File: src/rtl/voice_mixer.sv
// voice_mixer: serial gain-weighted mixer feeding the PmodI2S output stage.
//
// Once per SAMPLE_DIV clocks the voice, gain and enable inputs are captured.
// The voices are then accumulated one per cycle through a single multiplier,
// and the limited result is registered into sig with a one-cycle sample_valid.
//
// Ports:
//   clk           500 MHz system clock
//   rst_n         synchronous active-low reset
//   voices        packed signed 16-bit voices, voice i at [16i+15:16i]
//   gains         unsigned Q1.3 gain per voice (8 = unity), voice i at [4i+3:4i]
//   voice_en      per-voice enable; a disabled voice contributes zero
//   sig           signed mixed sample, held between updates
//   sample_valid  one-cycle pulse on each sig update
//   clip          set when the current sig was limited
//
// Optional build macro: MIX_SOFTCLIP_EN
//   defined   : magnitudes above SAT_KNEE are compressed 4:1 before the
//               16-bit hard limit; clip flags any magnitude above the knee
//   undefined : hard saturation only; SAT_KNEE is unused
module voice_mixer #(
    parameter int NUM_VOICES = 4,
    parameter int SAMPLE_DIV = 3200,
    parameter int SAT_KNEE   = 24576
) (
    input  logic                    clk,
    input  logic                    rst_n,
    input  logic [16*NUM_VOICES-1:0] voices,
    input  logic [4*NUM_VOICES-1:0]  gains,
    input  logic [NUM_VOICES-1:0]    voice_en,
    output logic [15:0]             sig,
    output logic                    sample_valid,
    output logic                    clip
);

    localparam int IW = $clog2(NUM_VOICES);
    localparam int AW = 18 + $clog2(NUM_VOICES) + 1;
    localparam int CW = $clog2(SAMPLE_DIV);

    localparam logic signed [AW-1:0] MAX_V = AW'(32767);
    localparam logic signed [AW-1:0] MIN_V = AW'(-32768);

    typedef enum logic [1:0] {
        IDLE,
        ACCUM,
        OUT
    } state_t;

    state_t state, state_nx;

    logic [CW-1:0]           count;
    logic                    tick;
    logic [16*NUM_VOICES-1:0] v_q;
    logic [4*NUM_VOICES-1:0]  g_q;
    logic [NUM_VOICES-1:0]    en_q;
    logic [IW-1:0]           idx;
    logic signed [AW-1:0]    acc;

    logic signed [15:0]      cur_v;
    logic [3:0]              cur_g;
    logic                    cur_en;
    logic signed [20:0]      v_ext;
    logic signed [20:0]      g_ext;
    logic signed [20:0]      prod;
    logic signed [17:0]      term;
    logic signed [AW-1:0]    addend;

    logic signed [AW-1:0]    shaped;
    logic                    over_knee;
    logic [15:0]             sat_sig;
    logic                    sat_hit;

    // Free-running sample divider
    always_ff @(posedge clk) begin
        if (!rst_n) begin
            count <= '0;
        end else if (tick) begin
            count <= '0;
        end else begin
            count <= count + 1'b1;
        end
    end

    assign tick = (count == CW'(SAMPLE_DIV - 1));

    // Single shared multiplier on the currently indexed snapshot voice
    always_comb begin
        cur_v  = v_q[int'(idx)*16 +: 16];
        cur_g  = g_q[int'(idx)*4 +: 4];
        cur_en = en_q[idx];
        v_ext  = {{5{cur_v[15]}}, cur_v};
        g_ext  = {17'b0, cur_g};
        prod   = v_ext * g_ext;
        // Arithmetic shift floors toward negative infinity
        term   = 18'(prod >>> 3);
        addend = cur_en ? {{(AW-18){term[17]}}, term} : '0;
    end

    // Output shaping and 16-bit limiting of the finished sum
    always_comb begin
        shaped    = acc;
        over_knee = 1'b0;
`ifdef MIX_SOFTCLIP_EN
        begin
            logic signed [AW-1:0] knee;
            logic signed [AW-1:0] mag;
            logic signed [AW-1:0] soft;
            knee = AW'(SAT_KNEE);
            mag  = acc[AW-1] ? -acc : acc;
            soft = knee + ((mag - knee) >>> 2);
            if (mag > knee) begin
                over_knee = 1'b1;
                shaped    = acc[AW-1] ? -soft : soft;
            end
        end
`endif
        sat_hit = 1'b0;
        sat_sig = shaped[15:0];
        if (shaped > MAX_V) begin
            sat_sig = 16'h7FFF;
            sat_hit = 1'b1;
        end else if (shaped < MIN_V) begin
            sat_sig = 16'h8000;
            sat_hit = 1'b1;
        end
    end

    always_ff @(posedge clk) begin
        if (!rst_n) begin
            state <= IDLE;
        end else begin
            state <= state_nx;
        end
    end

    always_comb begin
        state_nx = state;
        case (state)
            IDLE:    if (tick) state_nx = ACCUM;
            ACCUM:   if (idx == IW'(NUM_VOICES - 1)) state_nx = OUT;
            OUT:     state_nx = IDLE;
            default: state_nx = IDLE;
        endcase
    end

    always_ff @(posedge clk) begin
        if (!rst_n) begin
            v_q          <= '0;
            g_q          <= '0;
            en_q         <= '0;
            acc          <= '0;
            idx          <= '0;
            sig          <= '0;
            clip         <= 1'b0;
            sample_valid <= 1'b0;
        end else begin
            sample_valid <= 1'b0;
            case (state)
                IDLE: begin
                    if (tick) begin
                        v_q  <= voices;
                        g_q  <= gains;
                        en_q <= voice_en;
                        acc  <= '0;
                        idx  <= '0;
                    end
                end
                ACCUM: begin
                    acc <= acc + addend;
                    idx <= idx + 1'b1;
                end
                OUT: begin
                    sig          <= sat_sig;
                    clip         <= sat_hit | over_knee;
                    sample_valid <= 1'b1;
                end
                default: ;
            endcase
        end
    end

    // The divider period leaves room for a full ACCUM/OUT pass between ticks
    a_tick_idle : assert property (@(posedge clk) disable iff (!rst_n)
        tick |-> state == IDLE);

    a_params : assert property (@(posedge clk)
        NUM_VOICES >= 2 && NUM_VOICES <= 16 &&
        SAMPLE_DIV > NUM_VOICES + 2 &&
        SAT_KNEE > 0 && SAT_KNEE < 32768);

endmodule

File: config.mk
export PLATFORM = sky130hd
export DESIGN_NAME = voice_mixer
export DESIGN_NICKNAME = d
export VERILOG_FILES = /design/src/rtl/voice_mixer.sv
export SDC_FILE = /design/constraint.sdc
export NUM_CORES = 1
export LEC_CHECK = 0
export BUFFER_PORTS_ARGS = -buffer_cell sky130_fd_sc_hd__buf_2
export CORE_MARGIN = 1.5
export CORE_UTILIZATION = 35
export DETAILED_ROUTE_END_ITERATION = 12
export HOLD_SLACK_MARGIN = 0.03
export PLACE_DENSITY_LB_ADDON = 0.08
export SLEW_MARGIN = 20
export SYNTH_ARGS = -nofsm -noshare
export SYNTH_HDL_FRONTEND = slang
export SYNTH_SLANG_ARGS = --single-unit
File: constraint.sdc
create_clock -name clk -period 7.5 [get_ports clk]
set_input_delay 0.75 -clock clk [delete_from_list [all_inputs] [get_ports clk]]
set_output_delay 0.75 -clock clk [all_outputs]
set_load 0.01 [all_outputs]
# Yosys cells after proc, flatten, opt, wreduce, memory -nomap -nowiden
# Index checks and enable logic that the tools add are counted.
[classes] n_addsub=3 multipliers=1 magnitude_cmp=3 n_eq_ne=6 shift=2 n_mux=15 bitwise_logic=1 reduce_logical=6
[ops] operator="variable part select 64 x 7 -> 16 bit" n=1
[ops] operator="two-way mux 21 bit" n=2
[ops] operator="case mux 21 bit (2 select lines)" n=1
[ops] operator="two-way mux 16 bit" n=2
[ops] operator="adder 21 bit" n=1
[ops] operator="> comparator 21 x 16 -> 1 bit (second input constant)" n=1
[ops] operator="less-than comparator 21 x 16 -> 1 bit (second input constant)" n=1
[ops] operator="multiplier 16 x 5 -> 21 bit" n=1
[ops] operator="variable part select 16 x 5 -> 4 bit" n=1
[ops] operator="adder 12 x 1 -> 12 bit (second input constant)" n=1
[ops] operator="== test 12 bit (second input constant)" n=1
[ops] operator="case mux 2 bit (2 select lines)" n=2
[ops] operator="two-way mux 2 bit" n=3
[ops] operator="AND reduction 2 bit" n=3
[ops] operator="== test 2 bit (second input constant)" n=2
[ops] operator="two-way mux 1 bit" n=4
[ops] operator="inequality test 2 bit (second input constant)" n=2
[ops] operator="less-than comparator 2 x 3 -> 1 bit (second input constant)" n=1
[ops] operator="adder 2 x 1 -> 2 bit (second input constant)" n=1
[ops] operator="binary-select mux 1 bit (select 2 bit)" n=1
[ops] operator="== test 2 x 1 -> 1 bit (second input constant)" n=1
[ops] operator="logical NOT 2 bit" n=1
[ops] operator="nonzero test 2 bit" n=1
[ops] operator="OR reduction 2 bit" n=1
[ops] operator="NOT 1 bit" n=1
[totals] ff_bits=139 inputBits=86 output_inout_bits=18 word_cells=47

# Longest topological paths before layout
[depth] word_depth=5 ltp_mapped=31 mapped_depth_nobuf=28

# Least setup slack after synthesis
# OpenSTA, ideal clock, no wires.
[synth_timing] kind="reg2reg" startpoint="register idx[0]" endpoint="register acc[20]" setup_time_ns=0.074 t_arrival_ns=7.020 required_time_ns=7.426 slack_ns=0.406 stages_incl_launch_ff=31 n_path_buf=3 period_less_slack_ns=7.094 path_cell_list="dfxtp_1 > buf_6 > buf_2 > buf_1 > mux4_2 > and2_1 > ha_1 > fa_1 > inv_1 > fa_1 > inv_1 > ha_1 > a21o_1 > a21o_1 > a21o_1 > a21o_1 > a21o_1 > a21o_1 > a21o_1 > a41oi_2 > xor2_1 > nor2_1 > ha_1 > nor3_1 > o211ai_1 > and2_1 > a22o_1 > o41ai_1 > o41ai_1 > or3_1 > a31oi_1"
[synth_via] elab_chain_len=5 elab_cells_between_ends=8 classes_between="add/sub (1); mul (1); shift (2); mux (4)"
[synth_rtl] item="from (decl)" line_no="56" rtl="logic [IW-1:0] idx;"
[synth_rtl] item="from (signal assigned)" line_no="170" rtl="idx <= idx + 1'b1;"
[synth_rtl] item="variable part select 64 x 7 -> 16 bit (tied with other cells)" line_no="88" rtl="cur_v = v_q[int'(idx)*16 +: 16];"
[synth_rtl] item="multiplier 16 x 5 -> 21 bit / two-way mux 1 bit (equally long branches)" line_no="93, 90"
[synth_rtl] item="two-way mux 21 bit *" line_no="96" rtl="addend = cur_en ? {{(AW-18){term[17]}}, term} : '0;"
[synth_rtl] item="adder 21 bit *" line_no="169" rtl="acc <= acc + addend;"
[synth_rtl] item="case mux 21 bit (2 select lines) *" line_no="158" rtl="case (state)"
[synth_rtl] item="to (signal assigned)" line_no="169"
[synth_rtl] item="to (decl)" line_no="57" rtl="logic signed [AW-1:0] acc;"
# Every way passes the cells marked *; elsewhere a longest branch is shown, timed or not. The select of a mux whose other input is x is not followed.
# A chain may end at the register's enable or synchronous reset.

# Final worst setup path
# Ends and elaborated chain as after synthesis.

==> flow_summary.toml <==
[run_status]
status = "complete, no violations"

[synthesis]
yosysSeqAreaShare = 0.319
syn_nets = 1246
synth_edf_count = 0
ys_ff_latch = 139
syn_area_sq_um = 8720
synthArstFlopShare = 0
synth_warnings = 0
ys_types = 53
synth_flop_cell = "dfxtp_1"
avgSynthCellArea_sq_um = 8.18
syn_inst = 1067

[worst_setup_path]
critPathKind = "reg2reg"
crit_required_ps = 7850
path_depth = 29
end_kind = "flop"
crit_fanout = 12
cp.arrival_ps = 7360
cpPeakStageDelay_ps = 570
critPathTopFamily = "compound AO/OA/AOI/OAI gates"
worstSetupStartpointType = "flop"
slowest_stage = "mux4_2"
r2r_cells = 29
path_buf_inv = 3

[pwr]
power.density_nw_per_um2 = 163
ir_drop_v = 0.000117
power_mw = 1.65
p_leak_nw = 4.41

[placement]
io_buffer_count = 103
place.gp.congestion = 0.817
dpl.hpwl_mm = 16.5
placed_area_sq_um = 9520
pre_cts_ws_ps = 493

[global_route]
track_usage = 0.179
grt_max_degree = 88
gr-total-overflow = 0
grt_pass1_vias = 7275
grt_first_pass_wirelength_mm = 37.1
antenna_found_initial = 0

[finish]
finalNetCount = 1324
area_growth_pct = 16.2
drive_gt1_frac = 0.153
antenna_cells = 0
finish.utilization = 0.416
stdcell_area_sq_um = 10100

[drt]
routedWlPerCell_um = 14.8
top_layer_used = "met4"
firstDrtPassIters = 6
num_vias = 7153
drt_iter0_markers = 278
drc_errors = 0
detail-route-antenna-nets = 0
wl_mm = 22.0
met3_length_um = 483
met2_length_mm = 10.2
drt-vias-per-instance = 4.83
wl_met1_mm = 11.1

[clock_tree]
htreeDepth = 4
post-cts-setup-buffer-count = 0
clkSinkCount = 139
ctsResizeCount = 0
cts.clk_slew.worst_paths_ps = 70
cts-root-buf = "clkbuf_16"
postCtsHoldBufs = 0
numCtsBuffers = 17
clock_latency_ps = 430
clk_path_buf_depth = 2
cts_tree = "built"

[die]
die_area_sq_um = 25900
core_sq_um = 24400
pin_count = 104
fp.dieW_um = 161
initial_utilization = 0.358
dieHeight_um = 161
row_count = 57

[min_path]
hold_depth = 2
hp-class = "reg2reg"

[sta]
rsz0062_at_grt = "false"
hold_viol = 0
clock-skew-final_ps = 14.4
fin_crit_ps = 7010
tightest_slew_ps = 873
setup_tns_ps = 0
setup_violations = 0
post-route-period-util = 0.935
fmax_mhz = 143
report.final.slew_viol_count = 0
maxSlewHeadroom = 0.418
final.setup.worst_slack_ps = 488

[flow_run]
max_cap_viol_count = 0
## cell type report
type,instances,area (sq um)
fillers,2597,14300
multi-input cells,796,5450
flip-flops and latches,139,2780
repair buffers,114,598
clock buffers,17,425
well taps,324,405
inverters,77,289
clock inverters,15,186
## metrics by stage
stage	std cells	hold WS, ps
global placement	1450	442
global route	1482	467
CTS	1482	457
finish	1482	454
detailed placement	1450	447
floorplan	1067	430
## placed cells by master, fill, tap and decap left out, types with 23 or more instances in the layout
master and count:
nand2_1 212, dfxtp_1 138, a21oi_1 114, buf_2 103, nor2_1 82, inv_1 76
ha_1 59, and2_1 53, fa_1 34, o21ai_0 28, xor2_1 26, nand3_1 24
a21boi_0 23
## layer usage
metal	vias up	GRT usage
met4	0	0.0450
met5	-	0
li1	3717	-
met2	81	0.296
met1	3342	0.242
met3	13	0.0282
## cell usage after synthesis, drive strengths merged (3+ instances only)
cell	instances	area share
nor2b	4	0.0029
nand2	213	0.092
o21bai	6	0.0052
nor3	9	0.0052
or3	3	0.0022
and3	10	0.0072
inv	77	0.033
nand2b	5	0.0036
mux4	20	0.052
xor2	26	0.026
a211o	3	0.0030
fa	34	0.078
a31oi	12	0.0086
dfxtp	139	0.32
and2	54	0.039
a21o	14	0.012
nand3	24	0.014
o21ai	32	0.019
ha	59	0.085
a21boi	23	0.020
o41ai	3	0.0039
buf	6	0.0037
nor2	82	0.035
clkbuf	49	0.021
a21oi	115	0.066
xnor2	17	0.017
## worst min-delay path, stage by stage (launching register included)
cell     delay [ps]
dfxtp_1         310
nand2_1          50
a21oi_1          50
## flip-flops by register name, summed over array words and instances, names as in the netlist, 2 cells and up
name and count:
g_q 16, sig 16, acc 21, v_q 64, count 12, en_q 4, state 2, idx 2
## power by group
part           internal, mW  total [mW]  switching (mW)
Clock                 0.455       0.866           0.411
Sequential            0.739       0.740         0.00122
Combinational        0.0196      0.0416          0.0220
## path summary, 6_finish.rpt
check | start | endpoint | slack, ps
worst min-delay path | v_q[58]$_SDFFE_PN0P_ | v_q[58]$_SDFFE_PN0P_ | 450
worst max-delay path | idx[0]$_SDFFE_PN0P_ | acc[20]$_SDFFE_PN0P_ | 490
worst min register to register | v_q[58]$_SDFFE_PN0P_ | v_q[58]$_SDFFE_PN0P_ | 450
worst max register to register | idx[0]$_SDFFE_PN0P_ | acc[20]$_SDFFE_PN0P_ | 490
## kinds of logic after synthesis
| family | share of synthesized area |
|---|---|
| adders and majority gates | 0.165 |
| buffers and inverters | 0.0579 |
| xor gates and xnor gates | 0.0432 |
| and+or+nand+nor | 0.208 |
| AOI/OAI and AO/OA | 0.152 |
| DFF | 0.319 |
| muxes | 0.0552 |
Power figures use the tool's default switching activity.
